File: config.mk
export PLATFORM = sky130hd
export DESIGN_NAME = key_debounce_fsm
export DESIGN_NICKNAME = d
export VERILOG_FILES = /design/src/rtl/key_debounce_fsm.sv
export SDC_FILE = /design/constraint.sdc
export NUM_CORES = 1
export LEC_CHECK = 0
export BUFFER_PORTS_ARGS = -buffer_cell sky130_fd_sc_hd__buf_2
export CAP_MARGIN = 5
export CORE_AREA = 2 2 62 75
export DETAILED_ROUTE_END_ITERATION = 6
export DIE_AREA = 0 0 64 77
export GPL_TIMING_DRIVEN = 0
export PLACE_DENSITY_LB_ADDON = 0.15
export SLEW_MARGIN = 25
export SYNTH_ARGS = -nofsm -noshare
export SYNTH_HDL_FRONTEND = slang
export SYNTH_SLANG_ARGS = --single-unit
File: constraint.sdc
create_clock -name clk -period 2.05 [get_ports clk]
set_input_delay 0.41 -clock clk [delete_from_list [all_inputs] [get_ports clk]]
set_output_delay 0.41 -clock clk [all_outputs]
set_load 0.005 [all_outputs]
File: src/rtl/key_debounce_fsm.sv
// Tick-sampled key debouncer with press/release pulses and optional long-press pulse.
// Define KEY_LONGPRESS_EN to build the hold counter and key_long; otherwise key_long is tied low.
module key_debounce_fsm #(
    parameter int unsigned CLK_HZ       = 100_000_000,
    parameter int unsigned TICK_HZ      = 1000,
    parameter int unsigned STABLE_TICKS = 20,
    parameter int unsigned LONG_TICKS   = 1000,
    parameter bit          ACTIVE_HIGH  = 1'b1
) (
    input  logic clk,
    input  logic rst,
    input  logic key_in,
    output logic tick,
    output logic key_level,
    output logic key_press,
    output logic key_release,
    output logic key_long
);

    localparam int unsigned DIV        = CLK_HZ / TICK_HZ;
    localparam int unsigned DIV_W      = $clog2(DIV) + 1;
    localparam int unsigned SCNT_W     = $clog2(STABLE_TICKS) + 1;
    localparam logic        IDLE_LEVEL = ACTIVE_HIGH ? 1'b0 : 1'b1;

    localparam logic [DIV_W-1:0]  DIV_LAST  = DIV_W'(DIV - 1);
    localparam logic [SCNT_W-1:0] SCNT_LAST = SCNT_W'(STABLE_TICKS - 1);

    if (DIV < 2) begin : g_div_check
        $error("key_debounce_fsm: CLK_HZ/TICK_HZ must be at least 2");
    end
    if (STABLE_TICKS < 2) begin : g_stable_check
        $error("key_debounce_fsm: STABLE_TICKS must be at least 2");
    end
    if (LONG_TICKS <= STABLE_TICKS) begin : g_long_check
        $error("key_debounce_fsm: LONG_TICKS must exceed STABLE_TICKS");
    end

    typedef enum logic [1:0] {
        IDLE,
        PRESS_WAIT,
        HELD,
        RELEASE_WAIT
    } state_t;

    state_t             state, state_nxt;
    logic [SCNT_W-1:0]  scnt, scnt_nxt;
    logic [DIV_W-1:0]   div_cnt;
    logic               sync1, sync2;
    logic               act;
    logic               level_nxt, press_nxt, release_nxt;

    // Synchronizer flops idle at the released pin level so reset never looks like a press.
    always_ff @(posedge clk) begin
        if (!rst) begin
            sync1 <= IDLE_LEVEL;
            sync2 <= IDLE_LEVEL;
        end else begin
            sync1 <= key_in;
            sync2 <= sync1;
        end
    end

    always_comb act = sync2 ^ !ACTIVE_HIGH;

    always_ff @(posedge clk) begin
        if (!rst) begin
            div_cnt <= '0;
            tick    <= 1'b0;
        end else begin
            tick    <= (div_cnt == DIV_LAST);
            div_cnt <= (div_cnt == DIV_LAST) ? '0 : div_cnt + DIV_W'(1);
        end
    end

    always_ff @(posedge clk) begin
        if (!rst) begin
            state       <= IDLE;
            scnt        <= '0;
            key_level   <= 1'b0;
            key_press   <= 1'b0;
            key_release <= 1'b0;
        end else begin
            state       <= state_nxt;
            scnt        <= scnt_nxt;
            key_level   <= level_nxt;
            key_press   <= press_nxt;
            key_release <= release_nxt;
        end
    end

    always_comb begin
        state_nxt   = state;
        scnt_nxt    = scnt;
        level_nxt   = key_level;
        press_nxt   = 1'b0;
        release_nxt = 1'b0;
        if (tick) begin
            case (state)
                IDLE: begin
                    if (act) begin
                        state_nxt = PRESS_WAIT;
                        scnt_nxt  = SCNT_W'(1);
                    end
                end
                PRESS_WAIT: begin
                    if (!act) begin
                        state_nxt = IDLE;
                        scnt_nxt  = '0;
                    end else if (scnt == SCNT_LAST) begin
                        state_nxt = HELD;
                        scnt_nxt  = '0;
                        level_nxt = 1'b1;
                        press_nxt = 1'b1;
                    end else begin
                        scnt_nxt = scnt + SCNT_W'(1);
                    end
                end
                HELD: begin
                    if (!act) begin
                        state_nxt = RELEASE_WAIT;
                        scnt_nxt  = SCNT_W'(1);
                    end
                end
                RELEASE_WAIT: begin
                    if (act) begin
                        state_nxt = HELD;
                        scnt_nxt  = '0;
                    end else if (scnt == SCNT_LAST) begin
                        state_nxt   = IDLE;
                        scnt_nxt    = '0;
                        level_nxt   = 1'b0;
                        release_nxt = 1'b1;
                    end else begin
                        scnt_nxt = scnt + SCNT_W'(1);
                    end
                end
                default: begin
                    state_nxt = IDLE;
                    scnt_nxt  = '0;
                end
            endcase
        end
    end

`ifdef KEY_LONGPRESS_EN
    localparam int unsigned       HCNT_W    = $clog2(LONG_TICKS) + 1;
    localparam logic [HCNT_W-1:0] HCNT_LAST = HCNT_W'(LONG_TICKS);

    logic [HCNT_W-1:0] hcnt, hcnt_nxt;
    logic              long_nxt;

    // hcnt survives release bounces; only a fresh accepted press clears it.
    always_comb begin
        hcnt_nxt = hcnt;
        long_nxt = 1'b0;
        if (press_nxt) begin
            hcnt_nxt = '0;
        end else if (tick && state == HELD && act && hcnt != HCNT_LAST) begin
            hcnt_nxt = hcnt + HCNT_W'(1);
            long_nxt = (hcnt_nxt == HCNT_LAST);
        end
    end

    always_ff @(posedge clk) begin
        if (!rst) begin
            hcnt     <= '0;
            key_long <= 1'b0;
        end else begin
            hcnt     <= hcnt_nxt;
            key_long <= long_nxt;
        end
    end
`else
    always_comb key_long = 1'b0;
`endif

endmodule

# After elaboration in Yosys (flattened, before gate mapping)
# Index checks and enable logic that the tools add are counted.
[classes]
addsub = 2
eq_ne = 13
mux = 19
bitwise_logic = 3
reduce_logical = 8
[op_table]
columns = ["cell", "count"]
rows = [
  ["6-bit 2-to-1 mux", 5],
  ["6-bit case mux with 4 select lines", 1],
  ["18-bit by 1-bit adder with 18-bit output (second input constant)", 1],
  ["18-bit by 17-bit equality test with 1-bit output (second input constant)", 1],
  ["2-bit 2-to-1 mux", 6],
  ["2-bit inequality test (second input constant)", 6],
  ["2-bit case mux with 4 select lines", 1],
  ["6-bit by 1-bit adder with 6-bit output (second input constant)", 1],
  ["6-bit by 5-bit equality test with 1-bit output (second input constant)", 1],
  ["3-bit inequality test (second input constant)", 2],
  ["6-bit AND reduction", 1],
  ["1-bit 2-to-1 mux", 5],
  ["5-bit AND reduction", 1],
  ["2-bit equality test (second input constant)", 2],
  ["4-bit AND reduction", 1],
  ["4-bit OR reduction", 1],
  ["1-bit NOT", 3],
  ["3-bit AND reduction", 1],
  ["2-bit by 1-bit equality test with 1-bit output (second input constant)", 1],
  ["2-bit zero test", 1],
  ["1-bit case mux with 2 select lines", 1],
  ["2-bit nonzero test", 1],
  ["2-bit OR reduction", 1],
]
[totals]
register_bits = 32
in_bits = 3
output_inout_bits = 5
wordCells = 54

# Depth between registers and ports, before layout
[depth]
depth_word = 4
ltp_mapped = 6

# Worst setup path before layout
# Ideal clock, no wire load.
[synth_path]
kind = "flip-flop to flip-flop"
from = "register div_cnt[0]"
to = "register div_cnt[11]"
setup_ns = 0.115
arrival_ns = 1.746
required_time_ns = 1.935
setup_slack_ns = 0.189
path_stages_with_launch = 7
path_buffers = 1
path_cell_list = "dfxtp_1 > ha_1 > nand4_1 > or4b_4 > o31ai_4 > buf_6 > nor2_1"
[synth_via]
elab_chain_len = 2
word_cells_on_any_way = 3
cone_classes = "add/sub: 1; eq/ne: 1; reduce/logical: 1"
[synth_lines]
columns = ["item", "line", "source"]
rows = [
  ["from (decl)", "47", "logic [DIV_W-1:0] div_cnt;"],
  ["from (signal assigned)", "71", "div_cnt <= (div_cnt == DIV_LAST) ? '0 : div_cnt + DIV_W'(1);"],
  ["branches (longest 2 deep; another with 18-bit by 1-bit adder with 18-bit output)", "n/a", ""],
]
# Parallel ways; which one is timed is not known.
# A chain may end at the register's enable or synchronous reset.

# Worst setup path after layout
[layout_path]
from = "register div_cnt[0]"
to = "register div_cnt[13]"
# Same word-level chain as after synthesis.

==> metrics.md <==
| Metric | Value |
|---|---|
| Status | finished, final reports clean |
| CP Data Arrival Time | 2.15 ns |
| GPL Wtd Cong | 0.7853 |
| CP peak stage delay | 0.56 ns |
| N_diodes | 0 |
| Seq cells post-synth | 32 |
| Int Pwr | 0.9519 mW |
| Cell Count, Final, Fillers Out | 235 |
| Leakage power | 0.5796 nW |
| Tcrit/Tclk final | 96.14% |
| RSZ-0062 raised after global routing | false |
| Comb pwr share | 3.9% |
| Share of cells above drive strength 1 | 15.64% |
| Port bufs | 5 |
| Placed wire-length estimate | 1993 um |
| Hold Crit Start | key_in |
| Crit path max fanout | 10 |
| Footprint of the multi-input gates | 793.3 um2 |
| Nature of the critical path endpoint | flip-flop |
| Crit-path slowest cell | or4b_4 |
| Setup tns final | 0 ns |
| Avg Inst Size Synth | 9.077 um2 |
| Pre-antenna DRT Iters | 4 |
| Cell variety after synth | 37 |
| Area growth syn-to-layout | 14.12% |
| DRT antenna net count | 0 |
| Clk_lat worst skew | 0.28 ns |
| Vias | 1189 |
| Clk sinks | 32 |
| Dpl cell area | 1593 um2 |
| Worst r2r src | div_cnt[0] |
| WL met2 | 1405 um |
| Relative slew slack | 56.63% |
| WP data required | 2.23 ns |
| Sw frac | 21.04% |
| Worst-path cell chain | ha_2 > nand4_1 > or4b_4 > o31ai_4 > buf_6 > nor2_1 |
| # DRC | 0 |
| DR iter-0 viols | 75 |
| Metal3 WL | 92 um |
| CP startpoint | div_cnt[0] |
| Fin. Hold Viols | 0 |
| Overflow after GRT | 0 |
| Final Instance Area | 1709 um2 |
| Clock skew | 0.006250 ns |
| Vias per Instance | 5.060 |
| Clock power frac | 43.0% |
| Fill count | 420 |
| CP top delay family | simple AND/OR/NAND/NOR gates |
| Tmin final | 1.971 ns |
| Num CTS Buffers | 5 |
| CTS tree | built |
| Psw | 0.2537 mW |
| Vias in the first global route | 1149 |
| Register area | 643.1 um2 |
| CP bufs+invs | 1 |
| Routed WL | 2785 um |
| CP Launch Type | flip-flop |
| # IOs | 8 |
| Initial antenna violation count | 0 |
| Starting density of the core | 35.69% |
| # Max-Cap Violations | 0 |
| Power density over the cells | 705.4 nW/um2 |
| Top layer used by detailed routing | met4 |
| Sequential-to-total area share from yosys stat | 42.77% |
| # rows | 26 |
| CTS H-tree depth | 2 |
| Post-synth net total | 170 |
| Die Y | 77 um |
| CTS clk-pin slew, worst paths | 0.07 ns |
| First-pass GRT wire length | 5140 um |
| Fmax | 507.4 MHz |
| GRT Total Usage | 13.32% |
| Core footprint | 4197 um2 |
| Worst slew pin tran | 0.6446 ns |
| Clock root cell | clkbuf_8 |
| Worst VDD drop | 302.6 uV |
| Pin count of the biggest net entering global routing | 11 |
| Final Max Slew Viols | 0 |
| Routed wire per std cell | 11.85 um |
| Yosys warning total | 0 |
| Die ar. | 4928 um2 |
| Power, Total | 1.206 mW |
| Chip Width | 64 um |
| Synthesized cell area | 1498 um2 |
| Metal1 wirelength | 1208 um |
| Setup Crit Path Kind | reg2reg |
| Min-delay worst type | in2reg |
| Number of setup violations in the final report | 0 |
| Nets@finish | 184 |
| Clk buf depth | 2 |
| Placed Instances | 226 |
| Sequential share of power | 53.1% |
| Mapped Cells | 165 |
## cell usage in the layout (no fill, tap or decap), drive strengths merged, types with 2 or more instances in the layout
master / n
inv: 4
a211oi: 2
a22o: 4
nor2: 21
clkbuf: 10
nor4: 7
nor3: 6
nand4: 9
and3: 3
nand2: 12
a21oi: 5
and2: 2
ha: 2
xnor2: 11
nor3b: 3
o21ai: 3
buf: 10
nand3: 8
mux2i: 4
nor2b: 3
xor2: 6
or4: 2
dfxtp: 32
## Yosys cell counts
cell	n	share of area, %
a31oi_1	1	0.42
clkbuf_1	2	0.50
a31o_2	1	0.58
nand3b_1	1	0.50
buf_4	1	0.50
a32oi_1	1	0.58
nand2_1	12	3.0
or4_4	1	0.75
xnor2_1	11	6.4
nor2_1	21	5.3
a22o_1	4	2.3
and2_1	2	0.84
inv_1	4	1.0
nor3b_2	1	0.84
conb_1	1	0.25
nand4_1	9	3.8
a211oi_1	2	1.0
clkbuf_8	1	0.92
and3_1	3	1.3
nand3_1	8	2.7
nor2b_1	3	1.3
xor2_1	6	3.5
nor3_1	6	2.0
o21a_1	1	0.50
or3b_2	1	0.58
nor3b_1	2	1.0
mux2i_1	4	2.7
buf_6	2	1.5
nor4_1	7	2.9
or4_1	1	0.50
and4_2	1	0.67
dfxtp_1	32	43
a21oi_1	5	1.7
or4b_4	1	0.92
o21ai_0	3	1.0
o31ai_4	1	1.4
ha_1	2	1.7
## routing by layer
| layer | vias to the layer above | GRT usage, % |
|---|---|---|
| met1 | 549 | 14.74 |
| met2 | 18 | 22.50 |
| met5 | - | 0 |
| met4 | 0 | 6.522 |
| met3 | 7 | 4.399 |
| li1 | 615 | - |
## kinds of logic after synthesis
kind of cell               Yosys count  share of synthesized area [%]
other                                1                         0.2504
muxes                                4                          2.673
buffers and inverters               10                          4.427
adders and majority gates            2                          1.671
and+or+nand+nor                     80                          28.74
AOI/OAI and AO/OA                   19                          9.523
DFF                                 32                          42.77
xor gates and xnor gates            17                          9.941
## power groups by stage
| stage | clock network (mW) | logic (mW) | registers, mW |
|---|---|---|---|
| final | 0.519 | 0.0467 | 0.640 |
| after CTS | 0.534 | 0.0476 | 0.640 |
| after floorplan | 0 | 0.0334 | 0.651 |
| after global placement | 0 | 0.0430 | 0.653 |
| after global routing | 0.558 | 0.0540 | 0.641 |
| after detailed placement | 0 | 0.0439 | 0.653 |
## area by class of cell
cell class | count | share of cell area [%]
multi-input cells | 123 | 46.41
clock buffers | 7 | 5.637
repair buffers | 7 | 2.343
inverters | 4 | 0.8785
flip-flops and latches | 32 | 37.63
well taps | 56 | 4.100
plain buffers | 6 | 3.001
## stage by stage
step | hold slack, ns | worst slack (ns) | util, %
2_1_floorplan | 0.4119 | 0.1892 | -
3_3_place_gp | 0.4171 | -0.07734 | 37.95
3_5_place_dp | 0.4248 | -0.08533 | 37.95
4_1_cts | 0.3269 | 0.006748 | 40.73
5_1_grt | 0.3387 | 0.007288 | 40.73
6_report | 0.3302 | 0.07908 | 40.73
## flip-flops by register name, indices dropped and copies added (netlist names), named ones only
name and cells:
div_cnt 18, scnt 6, act 1, key_level 1, key_press 1, key_release 1
state 1, sync1 1, tick 1
## path summary, 6_finish.rpt
check | to | slack [ns] | cells past startpoint
min | sync1 | 0.33 | 2
max | div_cnt[13] | 0.08 | 6
max reg2reg | div_cnt[13] | 0.08 | 6
min reg2reg | act | 0.44 | 1
## what timing repair did
action,CTS,global route
setup buffers,2,0
hold buffers,0,0
resized for setup,3,0
pin swaps,1,1
setup endpoints to repair,10,15
No activity file was read; power rests on OpenSTA's default activity.
